$ cat config.mk
export PLATFORM = sky130hd
export DESIGN_NAME = mux4_rr_arbiter_flat
export DESIGN_NICKNAME = d
export VERILOG_FILES = /design/src/rtl/mux4_rr_arbiter_pkg.sv /design/src/rtl/mux4_rr_arbiter_if.sv /design/src/rtl/mux4.sv /design/src/rtl/mux4_rr_arbiter_rr_pick4.sv /design/src/rtl/mux4_rr_arbiter.sv /design/src/flat_wrapper.sv
export SDC_FILE = /design/constraint.sdc
export NUM_CORES = 1
export LEC_CHECK = 0
export ABC_CLOCK_PERIOD_IN_PS = 3500
export CAP_MARGIN = 20
export CORE_AREA = 2 2 58 60
export DETAILED_ROUTE_END_ITERATION = 16
export DIE_AREA = 0 0 60 62
export PLACE_DENSITY = 0.78
export SYNTH_ARGS = -nofsm -noshare
export SYNTH_HDL_FRONTEND = slang
export SYNTH_HIERARCHICAL = 1
export SYNTH_SLANG_ARGS = --single-unit
$ cat constraint.sdc
create_clock -name clk -period 3.5 [get_ports clk]
set_clock_uncertainty 0.05 [all_clocks]
set_input_delay 0.35 -clock clk [delete_from_list [all_inputs] [get_ports clk]]
set_output_delay 0.35 -clock clk [all_outputs]
set_load 0.02 [all_outputs]
$ cat src/rtl/mux4_rr_arbiter_pkg.sv
// Shared constants and state type for the 4-requester round-robin mux arbiter.
package mux4_rr_arbiter_pkg;

  localparam int unsigned NREQ  = 4;
  localparam int unsigned SEL_W = 2;

  typedef enum logic {
    IDLE  = 1'b0,
    GRANT = 1'b1
  } arb_state_t;

endpackage

$ cat src/rtl/mux4_rr_arbiter_if.sv
// Requester/consumer bundle around the arbiter: requests, data words, grant/select and output port.
interface mux4_rr_arbiter_if
  import mux4_rr_arbiter_pkg::*;
#(
  parameter int unsigned DW = 9
) ();

  logic [NREQ-1:0]  req;
  logic [DW-1:0]    d0;
  logic [DW-1:0]    d1;
  logic [DW-1:0]    d2;
  logic [DW-1:0]    d3;
  logic [NREQ-1:0]  grant;
  logic [SEL_W-1:0] sel;
  logic             out_valid;
  logic [DW-1:0]    out_data;
  logic             out_ready;

  modport master (
    input  req, d0, d1, d2, d3, out_ready,
    output grant, sel, out_valid, out_data
  );

  modport slave (
    output req, d0, d1, d2, d3, out_ready,
    input  grant, sel, out_valid, out_data
  );

endinterface

$ cat src/rtl/mux4.sv
// Team 4:1 select mux; only the selected input reaches y.
module mux4 #(
  parameter int unsigned W = 9
) (
  input  logic [1:0]   sel,
  input  logic [W-1:0] d0,
  input  logic [W-1:0] d1,
  input  logic [W-1:0] d2,
  input  logic [W-1:0] d3,
  output logic [W-1:0] y
);

  always_comb begin
    y = d0;
    case (sel)
      2'd0: y = d0;
      2'd1: y = d1;
      2'd2: y = d2;
      2'd3: y = d3;
      default: y = d0;
    endcase
  end

endmodule

$ cat src/rtl/mux4_rr_arbiter_rr_pick4.sv
// Combinational round-robin picker: first requester after last_ptr, wrapping, optionally excluding one index.
module rr_pick4
  import mux4_rr_arbiter_pkg::*;
(
  input  logic [NREQ-1:0]  req,
  input  logic [SEL_W-1:0] last_ptr,
  input  logic             excl_en,
  input  logic [SEL_W-1:0] excl_idx,
  output logic             found,
  output logic [SEL_W-1:0] idx
);

  logic [SEL_W-1:0] cand;

  // Offset NREQ wraps back onto last_ptr itself, so a lone requester can re-win.
  always_comb begin
    found = 1'b0;
    idx   = last_ptr;
    cand  = '0;
    for (int unsigned k = 1; k <= NREQ; k++) begin
      cand = last_ptr + SEL_W'(k);
      if (!found && req[cand] && !(excl_en && (cand == excl_idx))) begin
        found = 1'b1;
        idx   = cand;
      end
    end
  end

endmodule

$ cat src/rtl/mux4_rr_arbiter.sv
// Round-robin arbiter for the shared 4:1 mux with a bounded burst per grant and zero-bubble handover.
module mux4_rr_arbiter
  import mux4_rr_arbiter_pkg::*;
#(
  parameter int unsigned DW       = 9,
  parameter int unsigned MAX_HOLD = 4
) (
  input  logic               clk,
  input  logic               rst_n,
  mux4_rr_arbiter_if.master  bus
);

  localparam int unsigned HOLD_W = $clog2(MAX_HOLD + 1);

  arb_state_t        state;
  logic [SEL_W-1:0]  sel_q;
  logic [SEL_W-1:0]  last_ptr;
  logic [NREQ-1:0]   grant_q;
  logic [HOLD_W-1:0] hold_cnt;

  logic              out_valid_c;
  logic              xfer_c;
  logic              drop_c;
  logic              release_c;
  logic              found_c;
  logic [SEL_W-1:0]  pick_ptr_c;
  logic [SEL_W-1:0]  pick_idx_c;
  logic [DW-1:0]     mux_y_c;

  assign out_valid_c = (state == GRANT) && bus.req[sel_q];
  assign xfer_c      = out_valid_c && bus.out_ready;
  assign drop_c      = (state == GRANT) && !bus.req[sel_q];
  assign release_c   = drop_c || (xfer_c && (hold_cnt == HOLD_W'(MAX_HOLD - 1)));

  // On release the pointer advances to the releasing owner before the next pick.
  assign pick_ptr_c  = release_c ? sel_q : last_ptr;

  rr_pick4 u_pick (
    .req      (bus.req),
    .last_ptr (pick_ptr_c),
    .excl_en  (drop_c),
    .excl_idx (sel_q),
    .found    (found_c),
    .idx      (pick_idx_c)
  );

  mux4 #(.W(DW)) u_mux (
    .sel (sel_q),
    .d0  (bus.d0),
    .d1  (bus.d1),
    .d2  (bus.d2),
    .d3  (bus.d3),
    .y   (mux_y_c)
  );

  assign bus.grant     = grant_q;
  assign bus.sel       = sel_q;
  assign bus.out_valid = out_valid_c;
  assign bus.out_data  = mux_y_c;

  always_ff @(posedge clk or negedge rst_n) begin
    if (!rst_n) begin
      state    <= IDLE;
      sel_q    <= '0;
      grant_q  <= '0;
      hold_cnt <= '0;
      last_ptr <= SEL_W'(NREQ - 1);
    end else begin
      case (state)
        IDLE: begin
          if (found_c) begin
            state    <= GRANT;
            sel_q    <= pick_idx_c;
            grant_q  <= NREQ'(1) << pick_idx_c;
            hold_cnt <= '0;
          end
        end
        GRANT: begin
          if (release_c) begin
            last_ptr <= sel_q;
            hold_cnt <= '0;
            if (found_c) begin
              sel_q   <= pick_idx_c;
              grant_q <= NREQ'(1) << pick_idx_c;
            end else begin
              state   <= IDLE;
              grant_q <= '0;
            end
          end else if (xfer_c) begin
            hold_cnt <= hold_cnt + HOLD_W'(1);
          end
        end
      endcase
    end
  end

endmodule

$ cat src/flat_wrapper.sv
// flat-port wrapper written by rule: the top's interface ports become plain ports
module mux4_rr_arbiter_flat import mux4_rr_arbiter_pkg::*;
#(
  parameter int unsigned DW       = 9,
  parameter int unsigned MAX_HOLD = 4
)
  (clk, rst_n, bus_req, bus_d0, bus_d1, bus_d2, bus_d3, bus_out_ready, bus_grant, bus_sel, bus_out_valid, bus_out_data);
  mux4_rr_arbiter_if #(.DW(DW)) bus_i ();
  input  logic clk;
  input  logic rst_n;
  input wire logic [$bits(bus_i.req)-1:0] bus_req;
  input wire logic [$bits(bus_i.d0)-1:0] bus_d0;
  input wire logic [$bits(bus_i.d1)-1:0] bus_d1;
  input wire logic [$bits(bus_i.d2)-1:0] bus_d2;
  input wire logic [$bits(bus_i.d3)-1:0] bus_d3;
  input wire logic [$bits(bus_i.out_ready)-1:0] bus_out_ready;
  output wire logic [$bits(bus_i.grant)-1:0] bus_grant;
  output wire logic [$bits(bus_i.sel)-1:0] bus_sel;
  output wire logic [$bits(bus_i.out_valid)-1:0] bus_out_valid;
  output wire logic [$bits(bus_i.out_data)-1:0] bus_out_data;
  assign bus_i.req = bus_req;
  assign bus_i.d0 = bus_d0;
  assign bus_i.d1 = bus_d1;
  assign bus_i.d2 = bus_d2;
  assign bus_i.d3 = bus_d3;
  assign bus_i.out_ready = bus_out_ready;
  assign bus_grant = bus_i.grant;
  assign bus_sel = bus_i.sel;
  assign bus_out_valid = bus_i.out_valid;
  assign bus_out_data = bus_i.out_data;
  mux4_rr_arbiter #(.DW(DW), .MAX_HOLD(MAX_HOLD)) u_core (.clk(clk), .rst_n(rst_n), .bus(bus_i));
endmodule
# Word level (Yosys, flattened, before mapping)
# Index checks and enable logic that the tools add are counted.
# word_totals
reg_bits,12
latch_bits,0
ramBits,0
romBits,0
in_bits,43
output_inout_bits,16
n_memories,0
# op_classes
add_sub_neg,4
n_mul,0
n_div,0
order_cmp,5
n_eq_ne,11
n_shift,1
mux,34
bitwise_logic,1
reduce_logical,27
# ops
operator,n
$pmux 9 s4,1
$logic_and 1x1->1,15
$lt 2x3->1 const B,5
$mux 2,7
$mux 4,3
$mux 1,11
$bmux 1 s2,5
$mux 3,3
$eq 2x2->1,4
$logic_not 1->1,8
$pmux 4 s2,1
$pmux 3 s2,1
$add 2x2->2 const B,2
$eq 2x2->1 const B,2
$pmux 2 s2,1
$reduce_and 2->1,2
$shl 1x2->4 const A,1
$add 3x1->3 const B,1
$eq 3x2->1 const B,1
$ne 3x3->1 const B,1
$add 2x1->2 const B,1
$eq 2x1->1 const B,1
$logic_not 2->1,1
$ne 2x1->1 const B,1
other kinds (4),4

# Depth between registers and ports, before layout
# Gate-level depths: netlist of the first run.
# depth
depth_word,29
mapped_depth,12
mapped_depth_nobuf,12

# Cells and area by module
# Netlist of the first run, hierarchy kept.
# by_module_without_submodules
module,instances,cells_per_inst,area_each_um2
mux4_rr_arbiter,1,46,621.8
rr_pick4,1,49,351.6
mux4,1,11,219.0

# Worst setup path after synthesis of the first run
# Ideal clock, no wire load.
# synth_timing
path_type,flip-flop to flip-flop
startpoint,"reg u_core.sel_q[1], in the netlist u_core/bus.sel[1]"
endpoint,"reg u_core.sel_q[0], in the netlist u_core/bus.sel[0]"
setup_ns,0.125
arrival_time_ns,2.882
required_time_ns,3.325
path_slack_ns,0.442
path_stages_with_launch,11
n_path_buf,0
period_less_slack_ns,3.058
cell_sequence,dfrtp_1 > mux2i_1 > mux2i_1 > a21boi_2 > mux2_2 > xor2_2 > mux2_4 > o2bb2ai_2 > o21ai_0 > a21boi_4 > mux2_4
# synth_between
elab_chain_len,28
word_cells_on_any_way,54
cone_classes,add/sub: 3; eq/ne: 5; mux: 22; reduce/logical: 24
# synth_rtl
item,line,source
"start, declared",mux4_rr_arbiter.sv:16,logic [SEL_W-1:0] sel_q;
"start signal, assigned",mux4_rr_arbiter.sv:73,sel_q <= pick_idx_c;
"start signal, assigned",mux4_rr_arbiter.sv:83,sel_q <= pick_idx_c;
$bmux 1 s2 (*),"mux4_rr_arbiter.sv:30, mux4_rr_arbiter.sv:32",
$mux 1 (implied by the code) (*),"mux4_rr_arbiter.sv:30, mux4_rr_arbiter.sv:32",
$logic_and 1x1->1,mux4_rr_arbiter.sv:30,assign out_valid_c = (state == GRANT) && bus.req[sel_q];
$logic_and 1x1->1,mux4_rr_arbiter.sv:31,assign xfer_c = out_valid_c && bus.out_ready;
$logic_and 1x1->1,mux4_rr_arbiter.sv:33,assign release_c = drop_c || (xfer_c && (hold_cnt == HOLD_W'(MAX_HOLD - 1)));
$logic_or 1x1->1 (*),mux4_rr_arbiter.sv:33,
$mux 2 (*),mux4_rr_arbiter.sv:36,assign pick_ptr_c = release_c ? sel_q : last_ptr;
named net u_core.pick_ptr_c[0],mux4_rr_arbiter.sv:26,logic [SEL_W-1:0] pick_ptr_c;
(+13 left out),-,
$mux 1,mux4_rr_arbiter_rr_pick4.sv:22,if (!found && req[cand] && !(excl_en && (cand == excl_idx))) begin
$logic_not 1->1,mux4_rr_arbiter_rr_pick4.sv:22,
$logic_and 1x1->1 (2 in series),mux4_rr_arbiter_rr_pick4.sv:22,
$mux 1 (*),mux4_rr_arbiter_rr_pick4.sv:22,
named net u_core.found_c,mux4_rr_arbiter.sv:25,logic found_c;
$mux 2 (*),"mux4_rr_arbiter.sv:71, mux4_rr_arbiter.sv:82",
$mux 2,mux4_rr_arbiter.sv:79,if (release_c) begin
$pmux 2 s2 (*),mux4_rr_arbiter.sv:69,case (state)
# Mark *: on every way through the listed nets, which the timed path passes. The rest lies on a longest branch. The select of a mux whose other input is x is not followed.
# A chain may end at the register's enable or synchronous reset.

# Worst setup path after layout of the first run
# layout_timing
startpoint,in bus_req[2]
endpoint,"reg u_core.sel_q[0], in the netlist u_core/bus.sel[0]"
# layout_between
elab_chain_len,28
word_cells_on_any_way,54
cone_classes,add/sub: 3; eq/ne: 5; mux: 22; reduce/logical: 24
# layout_rtl
item,line,source
"start, declared",flat_wrapper.sv:11,input wire logic [$bits(bus_i.req)-1:0] bus_req;
$bmux 1 s2 (*),"mux4_rr_arbiter.sv:30, mux4_rr_arbiter.sv:32",
$mux 1 (implied by the code) (*),"mux4_rr_arbiter.sv:30, mux4_rr_arbiter.sv:32",
$logic_and 1x1->1,mux4_rr_arbiter.sv:30,
$logic_and 1x1->1,mux4_rr_arbiter.sv:31,
$logic_and 1x1->1,mux4_rr_arbiter.sv:33,
$logic_or 1x1->1 (*),mux4_rr_arbiter.sv:33,
$mux 2 (*),mux4_rr_arbiter.sv:36,
named net u_core.pick_ptr_c[0],mux4_rr_arbiter.sv:26,
(+13 left out),-,
$mux 1,mux4_rr_arbiter_rr_pick4.sv:22,
$logic_not 1->1,mux4_rr_arbiter_rr_pick4.sv:22,
$logic_and 1x1->1 (2 in series),mux4_rr_arbiter_rr_pick4.sv:22,
$mux 1 (*),mux4_rr_arbiter_rr_pick4.sv:22,
named net u_core.found_c,mux4_rr_arbiter.sv:25,
$mux 2 (*),"mux4_rr_arbiter.sv:71, mux4_rr_arbiter.sv:82",
$mux 2,mux4_rr_arbiter.sv:79,
$pmux 2 s2 (*),mux4_rr_arbiter.sv:69,
# Marks and branches as above.

==> results of run 1 <==
-- stage by stage --
step	TNS (ps)	power (uW)	instances
2_1_floorplan	0	1320	106
3_3_place_gp	0	1740	216
3_5_place_dp	-60.7	1790	216
4_1_cts	0	1910	220
5_1_grt	0	2050	220
6_report	0	1900	220
-- cells in the final DEF (no fill, tap or decap), types with 2 or more instances in the layout --
master | netlist | layout
o22ai_1 | 2 | 2
nand2_1 | 5 | 5
mux4_2 | 9 | 9
nand2b_1 | 5 | 5
clkbuf_4 | 1 | 3
clkdlybuf4s50_1 | 0 | 58
nor2_1 | 3 | 3
ha_1 | 2 | 2
dfstp_2 | 2 | 2
nand3_1 | 3 | 3
a22o_1 | 2 | 2
inv_1 | 5 | 5
mux2_2 | 5 | 5
o211ai_1 | 4 | 4
mux2i_1 | 4 | 4
mux2_4 | 3 | 3
buf_4 | 1 | 11
o221ai_1 | 3 | 3
a32o_1 | 4 | 4
o21ai_0 | 6 | 6
dfrtp_1 | 10 | 10
-- final timing paths --
kind                       slack (ps)  cells after the start                   to                start
setup / recovery                  260                     11    u_core/bus.sel[0]           bus_req[2]
hold / removal                    380                      1  u_core/bus.grant[0]                rst_n
setup reg to reg                  280                     10    u_core/bus.sel[0]    u_core/bus.sel[1]
hold reg to reg                   450                      1  u_core/bus.grant[3]  u_core/bus.grant[3]
max in group asynchronous        2650                      1   u_core/last_ptr[0]                rst_n
min in group clk                  450                      1  u_core/bus.grant[3]  u_core/bus.grant[3]
-- power by group through the flow --
stage | Sequential (uW) | Combinational, uW | Clock, uW
after floorplan | 283 | 1030 | 0
after global placement | 244 | 1500 | 0
after detailed placement | 246 | 1540 | 0
after CTS | 244 | 1550 | 114
after global routing | 252 | 1680 | 120
final | 243 | 1550 | 109
-- state kept, by name, indices dropped and copies added, names as in the netlist --
register	flops
u_core/bus.sel	2
u_core/state	1
u_core/bus.grant	4
u_core/last_ptr	2
u_core/hold_cnt	3
-- layout make-up --
type	count	share of cell area (%)
clock buffers	4	1.90
well taps	46	3.01
repair buffers	69	34.6
multi-input cells	83	43.3
flip-flops and latches	12	15.8
inverters	6	1.31
-- worst register-to-register path, delay by kind of cell (launching register included) --
family / cells / cell delay [ps]
AO/OA/AOI/OAI: 4 / 1010
XOR/XNOR: 1 / 200
flip-flops: 1 / 430
multiplexers: 5 / 1420
-- routing by layer --
layer	share of wire, %	vias up	track usage, %
met5	0	-	0
met4	0.19	0	2.54
met3	12	2	7.04
met2	49	65	39.0
met1	38	576	22.9
li1	-	564	-
-- cell families (layout without fill, tap and decap cells) --
logic type      count (synthesis)  count (layout)  share of synthesized area (%)
compound gates                 35              35                           25.9
simple gates                   23              23                           10.6
mux                            21              21                           28.9
flops                          12              12                           25.4
buf+inv                        11              79                           5.04
fa+ha+maj                       2               2                           2.10
xor+xnor                        2               2                           2.10
==> results.toml, run 1 <==
[run_status]
outcome = "finished, final reports clean"

[synth]
async_flop_share_pct = 100
synth_top_area_share_pct = 21.0
avgSynthCellArea_um2 = 11.2
ys_types = 47
synth_edf_count = 0
yosysTopAreaCell = "dfrtp_1"
syn_area_mm2 = 0.00119
synthTopCellsByCount = "dfrtp_1, mux4_2, o21ai_0"
synth-seq-cells = 12
ys.flop_type = "dfrtp_1"
ys_warn_count = 6
ys_top_cells_by_area = "dfrtp_1, mux4_2, mux2_2, dfstp_2, mux2_4"
synth.most_common_cell = "dfrtp_1"
ys_seq_area_share_pct = 25.4
syn-instance-count = 106
syn_nets = 151

[cells_and_area]
post-route-util_pct = 60.2
nFillCells = 283
fin_nets = 220
ff_latch_area_um2 = 303
multi_input_area_um2 = 830
antenna_cells = 0
area_growth_pct = 60.5
fin_area_mm2 = 0.00191
drive_above_1_share_pct = 26.4

[cts]
cts_resized = 0
cts_htree_levels = 1
path_clk_slew_ps = 70
hold_buffers = 0
cts_tree = "yes"
clockBufferDepth = 2
cts-root-buf = "clkbuf_4"
clock_sinks = 12
clock_latency_ps = 270
cts_setup_buffers = 0
numCtsBuffers = 3

[routing]
vias = 1207
ant_nets = 0
routedWlPerCell_um = 16.6
drt-initial-drc-count = 56
wl_um = 3660
route.detailed.drc = 0
firstDrtPassIters = 4
post_drt_via_cell_ratio = 5.49

[power]
power.internal_uw = 1060
clockPowerShare_pct = 5.7
ir_drop_mv = 0.671
pwr-share-seq_pct = 12.7
swShare_pct = 44.3
power_density_mw_per_mm2 = 995
power.switching_uw = 843
p_leak_uw = 0.000750
pwr-share-comb_pct = 81.5

[floorplan]
core_region_area_mm2 = 0.00318
die_w_um = 60
die_height_um = 62
die_area_mm2 = 0.00372
top_level_ports = 59
num_rows = 21
initial_utilization_pct = 37.5

[global_routing]
grt_pass1_wl_um = 5670
grt_pass1_vias = 1266
grt_overflow = 0
grt_max_degree = 21
antenna_found_initial = 0
grt.total_usage_pct = 20.6

[job]
cap_violations = 0

[critical_path]
required_ps = 3610
slowest_stage = "clkdlybuf4s50_1"
path_class = "in2reg"
path_max_fanout = 6
max_stage_delay_ps = 460
endpoint_kind = "flip-flop"
arrival_ps = 3350
path_cells = "clkdlybuf4s50_1 > mux2i_1 > mux2i_1 > a21boi_2 > mux2_2 > xor2_2 > mux2_4 > o2bb2ai_2 > o21ai_0 > a21boi_4 > mux2_4"
path_delay_family = "multiplexers"
cp-start-kind = "input port"
crit_buf_inv = 1

[timing]
fin_crit_sh_pct = 92.6
hold_viol = 0
rsz0062_at_grt = "false"
setup_ws_ps = 258
setup_violations = 0
fin_crit_ps = 3240
slew-limit-headroom_pct = 63.8
tightestPinTransition_ps = 541
slew_viol_final = 0
max_freq_mhz = 308
whs_ps = 378

[placed_design]
pre_cts_slack_ps = -30.5
gp_congestion = 0.945
detailed_place_hpwl_um = 3000
numPortBuffers = 58
dpl_cell_area_mm2 = 0.00188

[worst_hold_path]
hold_class = "in2async"
(Power assumes the default switching activity.)
==> run 2, diff against run 1 <==
CORE_AREA = 2 2 52 67   (was 2 2 58 60)
DIE_AREA = 0 0 54 69   (was 0 0 60 62)
PLACE_DENSITY = 0.77   (was 0.78)
==> run 2 against run 1 <==
  * Sequential cell count unchanged
  * Clock power up 38%
  * First-iteration DRC count down 68%
  * Setup slack worse by 43 ps
  * Critical endpoint is now u_core/bus.grant[0]
  * Register-to-register slack worse by 60 ps
  * Utilization up 0.94 points
  * Worst hold slack better by 24 ps
  * Power up 1.3%
  * Maximum frequency down 1.3%
  * Highest routed layer unchanged
  * Critical path type is now reg2reg
  * Count of clock-buffer cells in the layout unchanged
==> results.toml, run 2 (same netlist as run 1, synthesis figures left out) <==
[run_status]
outcome = "finished, final reports clean"

[routing]
ant_nets = 0
route.detailed.drc = 0
wl_um = 3600
post_drt_via_cell_ratio = 5.80
routedWlPerCell_um = 17.3
vias = 1207
drt-initial-drc-count = 18
firstDrtPassIters = 4

[floorplan]
die_height_um = 69
die_w_um = 54
initial_utilization_pct = 38.4
core_region_area_mm2 = 0.00311
die_area_mm2 = 0.00373
top_level_ports = 59
num_rows = 23

[critical_path]
cp.depth = 11
path_max_fanout = 8
max_stage_delay_ps = 480
path_delay_family = "compound AO/OA/AOI/OAI gates"
endpoint_kind = "flip-flop"
required_ps = 3580
r2r-start = "u_core/bus.sel[1]"
worstRegToRegCells = 11
arrival_ps = 3360
cp-start-kind = "flip-flop"
path_class = "reg2reg"
crit_start = "u_core/bus.sel[1]"
path_cells = "mux2i_1 > mux2i_1 > a21boi_2 > mux2_2 > nand2b_1 > o221a_1 > a211oi_2 > nor3_1 > o22ai_1 > inv_1 > a32o_1"
slowest_stage = "dfrtp_2"
crit_buf_inv = 1
cpMostUsedCell = "mux2i_1"

[timing]
fin_crit_sh_pct = 93.8
fin_crit_ps = 3280
tightestPinTransition_ps = 513
setup_tns_ps = 0
slew_viol_final = 0
max_freq_mhz = 304
hold_viol = 0
rsz0062_at_grt = "false"
setup_violations = 0
slew-limit-headroom_pct = 65.7

[cells_and_area]
nFillCells = 275
area_growth_pct = 59.4
fin_nets = 217
ff_latch_area_um2 = 304
drive_above_1_share_pct = 25.7
antenna_cells = 0
post-route-util_pct = 61.2
final_common_cell = "clkdlybuf4s50_1"
largest_register_ffs = 4
layout_common_cells = "clkdlybuf4s50_1, dfrtp_1, mux4_2"
multi_input_area_um2 = 830

[global_routing]
grt_overflow = 0
grt.total_usage_pct = 19.3
grt_max_degree = 21
antenna_found_initial = 0
grt_pass1_vias = 1264
grt_pass1_wl_um = 5530

[power]
ir_drop_mv = 0.769
totalPowerFinal_uw = 1930
p_leak_uw = 0.000743
power_density_mw_per_mm2 = 1020

[worst_hold_path]
hold_class = "in2async"

[cts]
numCtsBuffers = 3
clockBufferDepth = 2
clock_latency_ps = 240
clock_sinks = 12
path_clk_slew_ps = 50
cts-root-buf = "clkbuf_8"
cts_setup_buffers = 0
cts_tree = "yes"
cts_htree_levels = 1

[placed_design]
gp_congestion = 0.827
numPortBuffers = 58
detailed_place_hpwl_um = 2820

[job]
cap_violations = 0
## run 2: cell types whose count changed in the layout (fill, tap and decap cells not counted), sizes merged
| cell | change |
|---|---|
| buf | -3 |
## run 2: through the flow
stage	hold slack (ps)	std cells	cell area, um^2	setup slack [ps]
floorplan	4.41	106	1190	442
global placement	434	204	1840	86.2
detailed placement	435	204	1840	1.18
CTS	411	208	1900	112
global route	460	208	1900	30.9
finish	402	208	1900	215
## run 2: worst paths after layout
kind                                        to  slack, ps
min                        u_core/bus.grant[1]        400
max in group asynchronous    u_core/bus.sel[1]       2630
max                        u_core/bus.grant[0]        220
max reg2reg                u_core/bus.grant[0]        220
min in group clk           u_core/bus.grant[2]        460
min reg2reg                u_core/bus.grant[2]        460
## run 2: power breakdown
group	internal (uW)	total, uW	switching, uW
sequential	207	254	47.7
combinational	778	1530	747
clock	99.3	150	50.5
total	1080	1930	845
## run 2: metal layers
| metal | vias to the layer above | track usage [%] | wire length (um) |
|---|---|---|---|
| met5 | - | 0 | 0 |
| met4 | 0 | 5.00 | 36 |
| met3 | 4 | 5.41 | 500 |
| met2 | 69 | 36.4 | 1840 |
| met1 | 577 | 19.4 | 1220 |
| li1 | 557 | - | - |
## run 2: worst reg2reg max path: cells and delay by family, from the launching register on
family,cells,cell delay (ps)
and+or+nand+nor,2,290
AOI/OAI and AO/OA,5,1350
muxes,3,870
buffers and inverters,1,140
DFF,1,480
## run 2: cell type report
cell class	instances	area share (%)
clock buffer	4	2.90
timing repair buffer	66	33.7
tap	37	2.44
sequential	12	16.0
inverter	6	1.32
multi-input combinational	83	43.6
## run 2: repair_timing
item	in CTS	in global routing
resized for setup	0	2
endpoints found under the hold margin	0	0
hold buffers	0	0
setup endpoints to repair	0	9
